## config.mk

```make
export PLATFORM = sky130hd
export DESIGN_NAME = registro_bank
export DESIGN_NICKNAME = d
export VERILOG_FILES = /design/src/rtl/registro_bank.sv
export SDC_FILE = /design/constraint.sdc
export NUM_CORES = 1
export LEC_CHECK = 0
export BUFFER_PORTS_ARGS = -buffer_cell sky130_fd_sc_hd__buf_2
export CAP_MARGIN = 5
export CORE_MARGIN = 2
export CORE_UTILIZATION = 40
export DETAILED_ROUTE_END_ITERATION = 7
export MAX_ROUTING_LAYER = met4
export PLACE_DENSITY = 0.63
export SYNTH_ARGS = -nofsm -noshare
export SYNTH_HDL_FRONTEND = slang
export SYNTH_SLANG_ARGS = --single-unit
```

## constraint.sdc

```tcl
create_clock -name clk -period 19.13 [get_ports clk]
set_clock_uncertainty 0.1 [all_clocks]
set_input_delay 0 -clock clk [delete_from_list [all_inputs] [get_ports clk]]
set_output_delay 0 -clock clk [all_outputs]
set_load 0.01 [all_outputs]
```

## src/rtl/registro_bank.sv

```systemverilog
// rtl/registro_bank.sv - double-buffered register bank with byte-lane writes and atomic commit
module registro_bank #(
    parameter int WIDTH      = 32,
    parameter int ADDR_WIDTH = 3,
    localparam int NBYTES    = WIDTH / 8,
    localparam int DEPTH     = 2 ** ADDR_WIDTH
) (
    input  logic                  clk,
    input  logic                  rst,
    input  logic                  cl,
    input  logic                  w,
    input  logic [ADDR_WIDTH-1:0] waddr,
    input  logic [NBYTES-1:0]     be,
    input  logic [WIDTH-1:0]      din,
    input  logic                  commit,
    input  logic [ADDR_WIDTH-1:0] raddr,
    input  logic                  rsel,
    output logic [WIDTH-1:0]      dout,
    output logic [DEPTH-1:0]      dirty,
    output logic                  commit_done
);

    logic [WIDTH-1:0] staging [DEPTH];
    logic [WIDTH-1:0] active  [DEPTH];
    logic [WIDTH-1:0] wr_data;
    logic             wr_en;
    logic [DEPTH-1:0] dirty_next;

    assign wr_en = w && (|be);

    // Byte-merge of the addressed staging word; lanes without an enable keep their value.
    always_comb begin
        wr_data = staging[waddr];
        for (int i = 0; i < NBYTES; i++) begin
            if (be[i]) begin
                wr_data[8*i +: 8] = din[8*i +: 8];
            end
        end
    end

    // A commit retires every previously dirty entry; a same-cycle write re-marks its own entry.
    always_comb begin
        dirty_next = commit ? '0 : dirty;
        if (wr_en) begin
            dirty_next[waddr] = 1'b1;
        end
    end

    always_ff @(posedge clk or posedge rst) begin
        if (rst) begin
            for (int n = 0; n < DEPTH; n++) begin
                staging[n] <= '0;
                active[n]  <= '0;
            end
            dirty       <= '0;
            dout        <= '0;
            commit_done <= 1'b0;
        end else if (cl) begin
            for (int n = 0; n < DEPTH; n++) begin
                staging[n] <= '0;
                active[n]  <= '0;
            end
            dirty       <= '0;
            dout        <= '0;
            commit_done <= 1'b0;
        end else begin
            // Active copy takes the pre-write staging value, so a colliding write waits for the next commit.
            for (int n = 0; n < DEPTH; n++) begin
                if (commit && dirty[n]) begin
                    active[n] <= staging[n];
                end
            end
            if (wr_en) begin
                staging[waddr] <= wr_data;
            end
            dirty       <= dirty_next;
            commit_done <= commit;
            dout        <= rsel ? staging[raddr] : active[raddr];
        end
    end

endmodule

```

==> flow_summary.json <==
{
  "ys_warn_count": 0,
  "fin_setup_tns_ps": 0,
  "drive_above_1_share_pct": 20.45,
  "grt_pass1_vias": 21310,
  "p_leak_nw": 13.41,
  "drv_cap": 0,
  "hold_path_class": "in -> async",
  "tightestPinTransition_ps": 1319,
  "row_count": 94,
  "rsz0062_at_grt": "false",
  "cts_tree": "built",
  "slew_headroom_pct": 11.86,
  "gp_congestion": 0.8844,
  "post-route-period-util_pct": 15.15,
  "nFillCells": 5827,
  "io_buffer_count": 88,
  "cts_buffers": 59,
  "grt_max_degree": 131,
  "outcome": "finished clean",
  "chipHeight_um": 261.6,
  "wl_um": 99560,
  "first_iter_violations": 2657,
  "finalMaxSlewViolations": 0,
  "viasPerCell": 6.922,
  "cp_cell_sequence": "buf_2 > buf_4 > buf_4 > nand2_1 > nor3_4 > buf_4 > nand2_1 > o21ai_0",
  "syn_avg_cell_area_um2": 12.73,
  "ir_drop_v": 0.00006439,
  "cp_common_cell": "buf_4",
  "required_ps": 19570,
  "die_w_um": 261.6,
  "worstSetupEndpointType": "flip-flop",
  "clock_latency_ps": 640,
  "ff2ff_setup_slack_ps": 17170,
  "cp_max_fo": 51,
  "hold_violations": 0,
  "synthArstFlopShare_pct": 100.0,
  "critPathKind": "in -> reg",
  "cpPeakStageDelay_ps": 880,
  "period_minus_slack_ps": 2899,
  "syn_area_um2": 26530,
  "clock_path_buffers": 3,
  "synth_area_leaders": "dfrtp_1 52%, a22o_1 12%, mux4_2 7.8%",
  "final_common_cell": "dfrtp_1",
  "clk_pin_slew_ps": 60,
  "antenna_found_initial": 2,
  "slowest_stage": "nor3_4",
  "setup_violations": 0,
  "clock_sinks": 553,
  "ys_ff_latch": 553,
  "syn_nets": 2133,
  "nets": 2178,
  "ios": 89,
  "vias": 21050,
  "first_pass_iters": 6,
  "ys.flop_type": "dfrtp_1",
  "synth_top_area_share_pct": 52.16,
  "cellPowerDensity_nw_per_um2": 86.09,
  "post_drt_wl_per_cell_um": 32.74,
  "grt_usage_pct": 30.13,
  "drcViolationCount": 0,
  "layout_common_cells": "553 x dfrtp_1, 370 x a22o_1, 119 x mux2i_1",
  "gr-total-overflow": 0,
  "syn_inst": 2085,
  "ys_types": 71,
  "ant_nets": 0,
  "synth_edf_count": 0,
  "grt_first_pass_wirelength_um": 146000,
  "fmax_mhz": 345.0,
  "cts_root_buffer": "clkbuf_16",
  "ctsHtreeMaxLevel": 2,
  "timing.hold.ws_ps": 7.469,
  "hpwlAfterDp_um": 56990,
  "synth-seq-area-share_pct": 52.16,
  "core-area_um2": 65750,
  "area_delta_synth_final_pct": 13.12,
  "dieArea_um2": 68410,
  "synth_top_cell_by_area": "dfrtp_1",
  "initial_core_util_pct": 40.36,
  "start_kind": "primary input",
  "worstPathArrival_ps": 3340
}
==> layout make-up <==
cell class / count / area, um^2 / area share [%]
Antenna cell: 1 / 2.502 / 0.008337
Clock buffer: 87 / 1764 / 5.878
Clock inverter: 20 / 171.4 / 0.5711
Inverter: 5 / 26.28 / 0.08754
Multi-Input combinational cell: 1318 / 11790 / 39.28
Sequential cell: 553 / 13840 / 46.10
Tap cell: 864 / 1081 / 3.602
Timing Repair Buffer: 193 / 1341 / 4.469
==> synthesized netlist by cell type (6+ instances only) <==
cell type  count
a221o_1        8
nor2b_1       33
or3b_2        12
buf_2         63
nand3b_1      29
nand2_1      118
clkbuf_1     101
buf_6         11
a2111oi_2     12
and4b_1        7
mux2_2        20
a32oi_1       11
a32o_1        90
buf_1          8
o211ai_1       9
o221a_2        6
mux2i_1      119
a22oi_1       46
o22ai_1        6
and2_1        17
mux4_2        92
a221oi_1      14
a21oi_4        7
nand3_1       27
nor2_1        24
dfrtp_1      553
nand2b_1      30
a22o_1       370
nor3_2         6
a21oi_1       48
buf_4         25
o221ai_1       7
o21ai_0       87
==> power by group <==
part	leakage [nW]	internal, W	switching (W)	total, W
Combinational	4.76	0.0000620	0.000171	0.000233
Sequential	7.70	0.00118	0.0000147	0.00120
Clock	0.957	0.000663	0.000492	0.00115
Total	13.4	0.00191	0.000677	0.00258
==> critical path, delay by kind of cell <==
family	cells	cell delay, ps
AOI/OAI and AO/OA	1	170
buffers and inverters	4	1460
and+or+nand+nor	3	1670
==> flip-flops by register name (all words and copies together) (netlist names) <==
signal	flops
active	256
staging	256
dout	32
dirty	8
commit_done	1
==> logic make-up (layout without fill, tap and decap cells) <==
logic type / Yosys count / in the layout / synth area share [%]
other: 0 / 1 / 0
buffers and inverters: 214 / 305 / 4.032
DFF: 553 / 553 / 52.16
AOI/OAI and AO/OA: 757 / 757 / 23.70
muxes: 231 / 231 / 13.15
and+or+nand+nor: 330 / 330 / 6.970
==> worst paths after layout <==
path | start | endpoint | cells past startpoint
min in group clk | raddr[2] | dout[4] | 3
max in group asynchronous | rst | active[248] | 5
hold / removal | rst | dout[5] | 3
hold reg to reg | active[64] | active[64] | 1
setup / recovery | waddr[2] | staging[54] | 8
setup reg to reg | staging[73] | staging[9] | 5
==> per-stage QoR <==
step	cell area [um^2]	utilization, %	total power [W]	instances	worst slack, ps
final	30020	45.65	0.002584	3041	16230
after global routing	30020	45.65	0.002647	3041	15740
after CTS	30010	45.65	0.002583	3040	16130
after detailed placement	27700	42.13	0.001439	2895	15710
after global placement	27700	42.13	0.001435	2895	15640
after floorplan	26530	-	0.001350	2085	3568
==> per-layer routing <==
layer	vias to the layer above	wire length (um)	GRT usage, %	part of all wire [%]
li1	8321	-	-	-
met1	10890	39220	39.97	39
met3	337	11330	7.027	11
met4	0	5168	14.11	5.2
met2	1501	43840	43.76	44
met5	-	0	-	0
==> timing repair <==
action,CTS,global route
hold buffers,38,0
resized for setup,0,0
setup buffers,0,0
endpoints found under the hold margin,330,0
Power figures use the tool's default switching activity.
